**src/rtl/aes_ahb_pkg.sv**
```systemverilog
// Shared register map, bit positions and bus-FSM states for the AES AHB-Lite slave.
package aes_ahb_pkg;
  // Register offsets as word indices, HADDR[3:2].
  localparam logic [1:0] REG_CTRL   = 2'd0;
  localparam logic [1:0] REG_STATUS = 2'd1;
  localparam logic [1:0] REG_DIN    = 2'd2;
  localparam logic [1:0] REG_DOUT   = 2'd3;

  localparam int unsigned CTRL_START  = 0;
  localparam int unsigned CTRL_TYPE   = 1;
  localparam int unsigned CTRL_ENCDEC = 2;

  localparam int unsigned STAT_KEY_DONE  = 0;
  localparam int unsigned STAT_IN_FULL   = 1;
  localparam int unsigned STAT_OUT_VALID = 2;
  localparam int unsigned STAT_OVERRUN   = 3;

  localparam logic [2:0] HSIZE_WORD = 3'b010;

  typedef enum logic [2:0] {
    S_IDLE  = 3'd0,
    S_XFER  = 3'd1,
    S_STALL = 3'd2,
    S_ERR1  = 3'd3,
    S_ERR2  = 3'd4
  } ahb_state_t;
endpackage

```
**src/rtl/aes_word_buf.sv**
```systemverilog
// 4x32 block buffer: word-serial push or parallel load, count-tracked pop/clear.
module aes_word_buf #(
  parameter int unsigned WORDS = 4
) (
  input  logic         clk,
  input  logic         rst,
  input  logic         push_i,
  input  logic [31:0]  push_data_i,
  input  logic         load_i,
  input  logic [127:0] load_data_i,
  input  logic         pop_i,
  input  logic         clear_i,
  output logic [2:0]   count_o,
  output logic [127:0] block_o
);
  localparam logic [2:0] FULL_CNT = 3'(WORDS);

  logic [2:0]   count_q, count_d;
  logic [127:0] block_q, block_d;

  always_comb begin
    count_d = count_q;
    block_d = block_q;
    if (load_i) begin
      block_d = load_data_i;
      count_d = FULL_CNT;
    end else if (clear_i) begin
      count_d = '0;
    end else if (push_i && count_q != FULL_CNT) begin
      // Word n lives at bit (3-n)*32; for 2-bit n that base is ~n*32.
      block_d[{~count_q[1:0], 5'd0} +: 32] = push_data_i;
      count_d = count_q + 3'd1;
    end else if (pop_i && count_q != '0) begin
      count_d = count_q - 3'd1;
    end
  end

  always_ff @(posedge clk or posedge rst) begin
    if (rst) begin
      count_q <= '0;
      block_q <= '0;
    end else begin
      count_q <= count_d;
      block_q <= block_d;
    end
  end

  assign count_o = count_q;
  assign block_o = block_q;
endmodule

```
**src/rtl/ahb_slave_aes.sv**
```systemverilog
// AHB-Lite register front end of the AES accelerator: CTRL/STATUS decode and
// 32-bit <-> 128-bit block buffering toward the AES controller.
module ahb_slave_aes
  import aes_ahb_pkg::*;
#(
  parameter int unsigned BLOCK_WORDS = 4
) (
  input  logic         clk,
  input  logic         rst,
  input  logic         HSEL,
  input  logic [3:0]   HADDR,
  input  logic [1:0]   HTRANS,
  input  logic         HWRITE,
  input  logic [2:0]   HSIZE,
  input  logic [31:0]  HWDATA,
  input  logic         HREADY,
  output logic [31:0]  HRDATA,
  output logic         HREADYOUT,
  output logic         HRESP,
  output logic         start,
  output logic         data_type,
  output logic         enc_dec,
  output logic         data_received,
  output logic [127:0] rx_block,
  input  logic         ahb_mode,
  input  logic         ahb_shift_en,
  input  logic         done_chg_key,
  input  logic [127:0] tx_block
);
  localparam logic [2:0] FULL_CNT = 3'(BLOCK_WORDS);

  ahb_state_t  state_q, state_d;
  logic [1:0]  addr_q, addr_d;
  logic        wr_q, wr_d;
  logic        start_q, start_d, data_type_q, data_type_d, enc_dec_q, enc_dec_d;
  logic        key_done_q, key_done_d, overrun_q, overrun_d;

  logic [2:0]   in_cnt, out_cnt;
  logic [127:0] in_block, out_block;
  logic         in_full, out_valid, consume, load, in_full_nx, out_valid_nx;
  logic         xfer, ctrl_wr, din_push, status_rd, dout_pop, sample, illegal;
  logic [3:0]   status;
  logic [31:0]  out_word;
  logic         unused_htrans0;

  assign unused_htrans0 = HTRANS[0];

  assign in_full   = (in_cnt == FULL_CNT);
  assign out_valid = (out_cnt != '0);
  assign consume   = ahb_shift_en & ~ahb_mode & in_full;
  assign load      = ahb_shift_en & ahb_mode;

  assign xfer      = (state_q == S_XFER);
  assign ctrl_wr   = xfer & wr_q & (addr_q == REG_CTRL);
  assign din_push  = xfer & wr_q & (addr_q == REG_DIN);
  assign status_rd = xfer & ~wr_q & (addr_q == REG_STATUS);
  assign dout_pop  = xfer & ~wr_q & (addr_q == REG_DOUT);

  // Decisions for a new address phase must see buffer state after this edge.
  assign in_full_nx   = ~consume & (in_full | (din_push & (in_cnt == FULL_CNT - 3'd1)));
  assign out_valid_nx = load | (out_valid & ~(dout_pop & (out_cnt == 3'd1)));

  assign sample  = HSEL & HTRANS[1] & HREADY;
  assign illegal = (HSIZE != HSIZE_WORD) || (HADDR[1:0] != 2'b00)
                || (HWRITE && (HADDR[3:2] == REG_STATUS || HADDR[3:2] == REG_DOUT))
                || (!HWRITE && HADDR[3:2] == REG_DOUT && !out_valid_nx);

  always_comb begin
    state_d = state_q;
    addr_d  = addr_q;
    wr_d    = wr_q;
    case (state_q)
      S_STALL: if (consume) state_d = S_XFER;
      S_ERR1:  state_d = S_ERR2;
      default: begin
        if (HREADY) begin
          if (sample) begin
            addr_d = HADDR[3:2];
            wr_d   = HWRITE;
            if (illegal)
              state_d = S_ERR1;
            else if (HWRITE && HADDR[3:2] == REG_DIN && in_full_nx)
              state_d = S_STALL;
            else
              state_d = S_XFER;
          end else begin
            state_d = S_IDLE;
          end
        end
      end
    endcase
  end

  assign start_d     = ctrl_wr & HWDATA[CTRL_START];
  assign data_type_d = ctrl_wr ? HWDATA[CTRL_TYPE]   : data_type_q;
  assign enc_dec_d   = ctrl_wr ? HWDATA[CTRL_ENCDEC] : enc_dec_q;
  // Sticky sets take priority over clear-on-read.
  assign key_done_d  = done_chg_key | (key_done_q & ~status_rd);
  assign overrun_d   = (load & out_valid) | (overrun_q & ~status_rd);

  always_ff @(posedge clk or posedge rst) begin
    if (rst) begin
      state_q     <= S_IDLE;
      addr_q      <= '0;
      wr_q        <= 1'b0;
      start_q     <= 1'b0;
      data_type_q <= 1'b0;
      enc_dec_q   <= 1'b0;
      key_done_q  <= 1'b0;
      overrun_q   <= 1'b0;
    end else begin
      state_q     <= state_d;
      addr_q      <= addr_d;
      wr_q        <= wr_d;
      start_q     <= start_d;
      data_type_q <= data_type_d;
      enc_dec_q   <= enc_dec_d;
      key_done_q  <= key_done_d;
      overrun_q   <= overrun_d;
    end
  end

  aes_word_buf #(.WORDS(BLOCK_WORDS)) u_in_buf (
    .clk(clk), .rst(rst),
    .push_i(din_push), .push_data_i(HWDATA),
    .load_i(1'b0), .load_data_i('0),
    .pop_i(1'b0), .clear_i(consume),
    .count_o(in_cnt), .block_o(in_block)
  );

  aes_word_buf #(.WORDS(BLOCK_WORDS)) u_out_buf (
    .clk(clk), .rst(rst),
    .push_i(1'b0), .push_data_i('0),
    .load_i(load), .load_data_i(tx_block),
    .pop_i(dout_pop), .clear_i(1'b0),
    .count_o(out_cnt), .block_o(out_block)
  );

  // Read pointer is 4-count, so the current word sits at bit (count-1)*32.
  assign out_word = out_block[{out_cnt[1:0] - 2'd1, 5'd0} +: 32];

  always_comb begin
    status = '0;
    status[STAT_KEY_DONE]  = key_done_q;
    status[STAT_IN_FULL]   = in_full;
    status[STAT_OUT_VALID] = out_valid;
    status[STAT_OVERRUN]   = overrun_q;
  end

  always_comb begin
    HRDATA = '0;
    if (xfer && !wr_q) begin
      case (addr_q)
        REG_CTRL: begin
          HRDATA[CTRL_TYPE]   = data_type_q;
          HRDATA[CTRL_ENCDEC] = enc_dec_q;
        end
        REG_STATUS: HRDATA[3:0] = status;
        REG_DOUT:   HRDATA = out_word;
        default:    HRDATA = '0;
      endcase
    end
  end

  assign HREADYOUT     = ~(state_q == S_STALL || state_q == S_ERR1);
  assign HRESP         = (state_q == S_ERR1) || (state_q == S_ERR2);
  assign start         = start_q;
  assign data_type     = data_type_q;
  assign enc_dec       = enc_dec_q;
  assign data_received = in_full;
  assign rx_block      = in_block;
endmodule
```
**config.mk**
```make
export PLATFORM = sky130hd
export DESIGN_NAME = ahb_slave_aes
export DESIGN_NICKNAME = d
export VERILOG_FILES = /design/src/rtl/aes_ahb_pkg.sv /design/src/rtl/aes_word_buf.sv /design/src/rtl/ahb_slave_aes.sv
export SDC_FILE = /design/constraint.sdc
export NUM_CORES = 1
export LEC_CHECK = 0
export CAP_MARGIN = 20
export CELL_PAD_IN_SITES_DETAIL_PLACEMENT = 0
export CELL_PAD_IN_SITES_GLOBAL_PLACEMENT = 2
export CORE_ASPECT_RATIO = 0.7
export CORE_UTILIZATION = 30
export DETAILED_ROUTE_END_ITERATION = 7
export PLACE_DENSITY_LB_ADDON = 0.15
export SETUP_SLACK_MARGIN = 0.5
export SLEW_MARGIN = 25
export SYNTH_ARGS = -nofsm -noshare
export SYNTH_HDL_FRONTEND = slang
export SYNTH_SLANG_ARGS = --single-unit
```
**constraint.sdc**
```tcl
create_clock -name clk -period 14.05 [get_ports clk]
set_clock_uncertainty 0.1 [all_clocks]
set_input_delay 2.81 -clock clk [delete_from_list [all_inputs] [get_ports clk]]
set_output_delay 2.81 -clock clk [all_outputs]
set_load 0.02 [all_outputs]
```
==> results of run 1 <==
[layout make-up]
cell class,instances,area [sq um]
repair buffers,355,3530
clock buffers,45,928
multi-input cells,668,4610
flip-flops and latches,273,6830
inverters,10,45.0
diodes,2,5.00
fillers,3674,21700
clock inverters,11,88.8
well taps,527,659
[synthesized netlist by cell type]
cell | n | share of area (%)
a21oi_1 | 4 | 0.17
a221o_1 | 1 | 0.086
a221oi_1 | 1 | 0.075
a22o_1 | 1 | 0.075
a31oi_1 | 2 | 0.11
a41o_1 | 1 | 0.086
and2_1 | 1 | 0.054
and3_1 | 1 | 0.054
buf_1 | 4 | 0.13
buf_2 | 3 | 0.13
buf_4 | 1 | 0.064
clkbuf_1 | 55 | 1.8
dfrtp_1 | 273 | 59
ha_1 | 8 | 0.86
inv_1 | 10 | 0.32
mux2_2 | 133 | 13
mux2i_1 | 2 | 0.17
mux4_2 | 32 | 6.2
nand2_1 | 269 | 8.6
nand2b_1 | 3 | 0.16
nand3_1 | 10 | 0.43
nor2_1 | 13 | 0.42
nor2b_1 | 35 | 1.9
nor3_1 | 4 | 0.17
nor3b_2 | 1 | 0.11
nor4b_1 | 1 | 0.075
nor4b_4 | 1 | 0.20
o21ai_0 | 140 | 6.0
o31ai_1 | 1 | 0.064
or4_1 | 2 | 0.13
xnor2_1 | 1 | 0.075
[path summary, 6_finish.rpt]
kind	start	endpoint	slack (ns)	cells past startpoint
max reg2reg	u_out_buf.count_o[0]	u_out_buf.count_o[1]	11.42	4
min in group asynchronous	rst	u_in_buf.block_o[81]	2.62	2
min reg2reg	u_in_buf.block_o[103]	u_in_buf.block_o[103]	0.38	2
max in group asynchronous	rst	u_out_buf.block_o[74]	9.45	4
max	u_out_buf.count_o[0]	HRDATA[1]	7.12	7
min	u_in_buf.block_o[103]	u_in_buf.block_o[103]	0.38	2
[stage by stage]
step,instances,util [%],total power [mW],setup WS (ns),hold slack (ns)
2_1_floorplan,1014,-,1.65,3.62,0.371
3_3_place_gp,1833,40.8,2.15,7.63,0.362
3_5_place_dp,1833,40.8,2.17,7.61,0.369
4_1_cts,1889,43.5,2.99,6.98,0.384
5_1_grt,1891,43.5,3.12,6.83,0.396
6_report,1891,43.5,2.94,7.12,0.378
[logic make-up after synthesis]
group                      after synthesis
xor gates and xnor gates                 1
and+or+nand+nor                        341
AOI/OAI and AO/OA                      151
muxes                                  167
adders and majority gates                8
DFF                                    273
buffers and inverters                   73
[tightest hold or removal path, delay by kind of cell, from the launching register on]
family | cells | cell delay (ns)
and+or+nand+nor | 1 | 0.04
DFF | 1 | 0.34
AOI/OAI and AO/OA | 1 | 0.06
[layout by cell type, fill, tap and decap left out, types with 3 or more instances in the layout]
master	count
o21ai_0	140
clkbuf_8	10
clkbuf_1	4
clkbuf_16	31
mux4_2	32
nor3_2	3
buf_4	11
nand2_1	268
inv_1	9
nand3_2	4
dfrtp_1	272
clkdlybuf4s50_1	341
ha_1	7
nand2b_1	3
a21oi_1	4
clkinv_2	7
nor2_1	12
mux2_2	133
nand3_1	6
buf_6	3
nor2b_1	35
[per-layer routing]
layer,vias up,share of wire (%)
li1,4113,-
met1,4189,45
met2,174,47
met3,44,5.4
met4,2,2.3
met5,-,0.023
[sequential cells by signal, indices dropped and copies added (netlist names), 2 cells and up]
name               cells
addr_q                 2
state_q                3
u_in_buf.block_o     128
u_in_buf.count_o       3
u_out_buf.block_o    128
u_out_buf.count_o      3
[power breakdown]
part	total [mW]	internal, mW	switching, mW
Combinational	1.04	0.478	0.561
Sequential	1.09	0.978	0.114
Clock	0.807	0.473	0.334
Total	2.94	1.93	1.01
==> impl_metrics.tcl, run 1 <==
set metrics [dict create \
    status "finished, final reports clean" \
    drt_wl_total_mm 34.9 \
    grt_first_pass_wirelength_mm 53.5 \
    stdcell_area_sq_um 16700 \
    clk_path_buf_depth 3 \
    rsz0062_at_grt "no" \
    path_buf_inv 3 \
    ys_warn_count 0 \
    drive_gt1_share_pct 18.0 \
    clk_pin_slew_ns 0.06 \
    hpwl_mm 23.3 \
    cts_resized 0 \
    cts_hold_buf 0 \
    grtUsageTotal_pct 17.5 \
    relSlewSlack_pct 29.7 \
    cts_buffers 30 \
    cpPeakStageDelay_ns 1.07 \
    die_y_um 167 \
    grt_pass1_vias 8506 \
    die_area_sq_um 39700 \
    synth-compound-area-share_pct 6.66 \
    fmax_ghz 0.144 \
    grt.overflow.total 0 \
    fin_crit_sh_pct 49.3 \
    num_vias 8522 \
    syn_area_sq_um 11700 \
    synthAdderAreaFrac_pct 0.857 \
    coreArea_sq_um 38400 \
    synth_xor_area_share_pct 0.0750 \
    crit_family "buffers and inverters" \
    vias_per_cell 4.51 \
    cts-root-buf "clkbuf_16" \
    drt-initial-drc-count 420 \
    top_usage_layer "met2" \
    path_cells "buf_4 > inv_1 > ha_2 > mux4_2 > a21oi_1 > nor2_1 > clkdlybuf4s50_1" \
    cp_slowest_cell "ha_2" \
    synth.area.mux_share_pct 19.2 \
    fin_tns_setup_ns 0 \
    final_max_slew_viol_count 0 \
    power.leakage_nw 6.99 \
    cts_tree "yes" \
    ir_drop_mv 0.103 \
    ys_seq_area_share_pct 58.5 \
    clock-sinks 273 \
    die_x_um 238 \
    grt_util_met1_pct 23.7 \
    clk_latency_ns 0.56 \
    grt_use_met2_pct 28.0 \
    place_congestion 0.737 \
    h-tree-depth 1 \
    synthSimpleGateAreaFrac_pct 12.3 \
    path_class "register to primary output" \
    rows 60 \
    area_growth_pct 43.0 \
    hold_class "register to register" \
    synth_top_family_by_area "multiplexers" \
    cts_setup_buffers 0 \
    postSynthCellCount 1014 \
    endpoint_kind "primary output" \
    final-setup-viol-count 0 \
    wire_per_inst_um 18.5 \
    p_per_area_nw_per_um2 176 \
    path_max_fanout 35 \
    hold_viol 0 \
    syn_nets 1199 \
    ios 343 \
    drc_errors 0 \
    ys_types 31 \
    start_util_pct 30.4 \
    dpl_cell_area_sq_um 15700 \
    ys_seq_elements 273 \
    cp_data_required_time_ns 11.14 \
    port_buffers 341 \
    finalCriticalPeriod_ns 6.93 \
    grt_use_met3_pct 4.34 \
    drtAntennaViolNets 0 \
    antenna_found_initial 3 \
    crit_path_start_kind "register" \
    layout.nets 1523 \
    dr.pass1.iters 5 \
    drv_cap 0 \
    crit_arrival_ns 4.02 \
    syn_avg_cell_area_sq_um 11.5 \
    worst_slew_pin_slew_ns 1.05 \
    grt_max_degree 88 \
]
(Power assumes the default switching activity.)
==> run 2, diff against run 1 <==
clock period = 7.1 ns   (was 14.05 ns; I/O delays follow)
==> impl_metrics.tcl, run 2 (synthesized netlist as in run 1, its figures left out) <==
set metrics [dict create \
    clk_path_buf_depth 3 \
    grt_pass1_vias 8735 \
    hold_viol 0 \
    rows 60 \
    vias_per_cell 4.49 \
    r2r-end "state_q[0]" \
    worst_hold_path.endpoint "u_in_buf.block_o[15]" \
    final_cell_mix "341 x clkdlybuf4s50_1, 272 x dfrtp_1, 268 x nand2_1" \
    drc_errors 0 \
    drt_wl_total_mm 35.1 \
    finalCriticalPeriod_ns 4.88 \
    layout.nets 1523 \
    drive_gt1_share_pct 18.3 \
    area_growth_pct 43.8 \
    drt-initial-drc-count 409 \
    fin_tns_setup_ns 0 \
    multiInputGateArea_sq_um 4630 \
    fill_cells 3691 \
    grt_max_degree 130 \
    grtUsageTotal_pct 17.8 \
    clk_pin_slew_ns 0.06 \
    seqCellArea_sq_um 6830 \
    cp_data_required_time_ns 5.58 \
    endpoint_kind "primary output" \
    worst_r2r_path_depth 6 \
    cts_tree "yes" \
    hold_class "register to register" \
    start_util_pct 30.4 \
    cts_setup_buffers 0 \
    fmax_ghz 0.205 \
    fin_crit_sh_pct 68.8 \
    mostFrequentLayoutCell "clkdlybuf4s50_1" \
    dr.pass1.iters 6 \
    die_area_sq_um 39700 \
    clk_latency_ns 0.56 \
    clock-sinks 273 \
    antenna_found_initial 0 \
    ir_drop_mv 0.183 \
    status "finished, final reports clean" \
    path_class "register to primary output" \
    die_y_um 167 \
    grt.overflow.total 0 \
    relSlewSlack_pct 31.9 \
    cts_hold_buf 0 \
    hpwl_mm 23.4 \
    p_per_area_nw_per_um2 355 \
    cts_buffers 30 \
    cts-root-buf "clkbuf_16" \
    port_buffers 341 \
    final-setup-viol-count 0 \
    crit_arrival_ns 3.36 \
    drv_cap 0 \
    worstHoldPathCells 2 \
    r2r-start "u_in_buf.count_o[0]" \
    wire_per_inst_um 18.6 \
    crit_path_start_kind "register" \
    r2r_slack_ns 4.82 \
    die_x_um 238 \
    ios 343 \
    worstHoldStart "u_in_buf.block_o[15]" \
    h-tree-depth 1 \
    rsz0062_at_grt "no" \
    worst_slew_pin_slew_ns 1.02 \
    coreArea_sq_um 38400 \
    power.leakage_nw 7.03 \
    num_vias 8481 \
    grt_first_pass_wirelength_mm 54.6 \
    path_max_fanout 33 \
    fin_hold_ws_ns 0.373 \
    place_congestion 0.743 \
    final_max_slew_viol_count 0 \
    cts_resized 0 \
    drtAntennaViolNets 0 \
]
[run 2: per-stage QoR]
stage	std cells	power [mW]	util (%)	setup slack, ns	area [sq um]
floorplan	1014	3.27	-	1.97	11700
global placement	1833	4.27	40.9	2.76	15700
detailed placement	1833	4.30	40.9	2.78	15700
CTS	1889	6.06	43.8	2.16	16800
global route	1889	6.31	43.8	2.06	16800
finish	1890	5.95	43.8	2.22	16800
[run 2: routing by layer]
metal | vias to the layer above | wire length [um] | track usage [%] | share of wire, %
li1 | 4106 | - | - | -
met1 | 4164 | 16400 | 25.2 | 47
met2 | 165 | 16200 | 27.8 | 46
met3 | 46 | 1920 | 4.23 | 5.5
met4 | 0 | 590 | 3.37 | 1.7
met5 | - | 0 | 0 | 0
[run 2: worst max path at each step]
stage / start / to / slack (ns) / cells past startpoint
final: u_out_buf.count_o[1] / HRDATA[1] / 2.22 / 6
after global routing: u_out_buf.count_o[1] / HRDATA[1] / 2.06 / 6
after CTS: u_out_buf.count_o[1] / HRDATA[1] / 2.16 / 6
after detailed placement: u_out_buf.count_o[1] / HRDATA[1] / 2.78 / 6
after global placement: u_out_buf.count_o[1] / HRDATA[1] / 2.76 / 6
after floorplan: rst / addr_q[0] / 1.97 / 1
[run 2: final cells by class]
| class | count | area share, % |
|---|---|---|
| diodes | 1 | 0.0149 |
| clock buffers | 39 | 5.21 |
| clock inverters | 17 | 1.30 |
| inverters | 10 | 0.246 |
| multi-input cells | 668 | 27.6 |
| flip-flops and latches | 273 | 40.7 |
| well taps | 527 | 3.93 |
| repair buffers | 355 | 21.0 |
[run 2: power breakdown]
group / internal, mW / leakage, nW / switching, mW
Sequential: 1.94 / 2.89 / 0.234
Combinational: 0.947 / 3.59 / 1.12
Clock: 1.05 / 0.544 / 0.672
[run 2: worst max-delay path: stages, from the launching register on]
cell and delay [ns]:
dfrtp_1 0.35, inv_1 0.08, ha_2 1.02, mux4_2 0.39, a21oi_1 0.08, nor2_1 0.23, clkdlybuf4s50_1 0.65
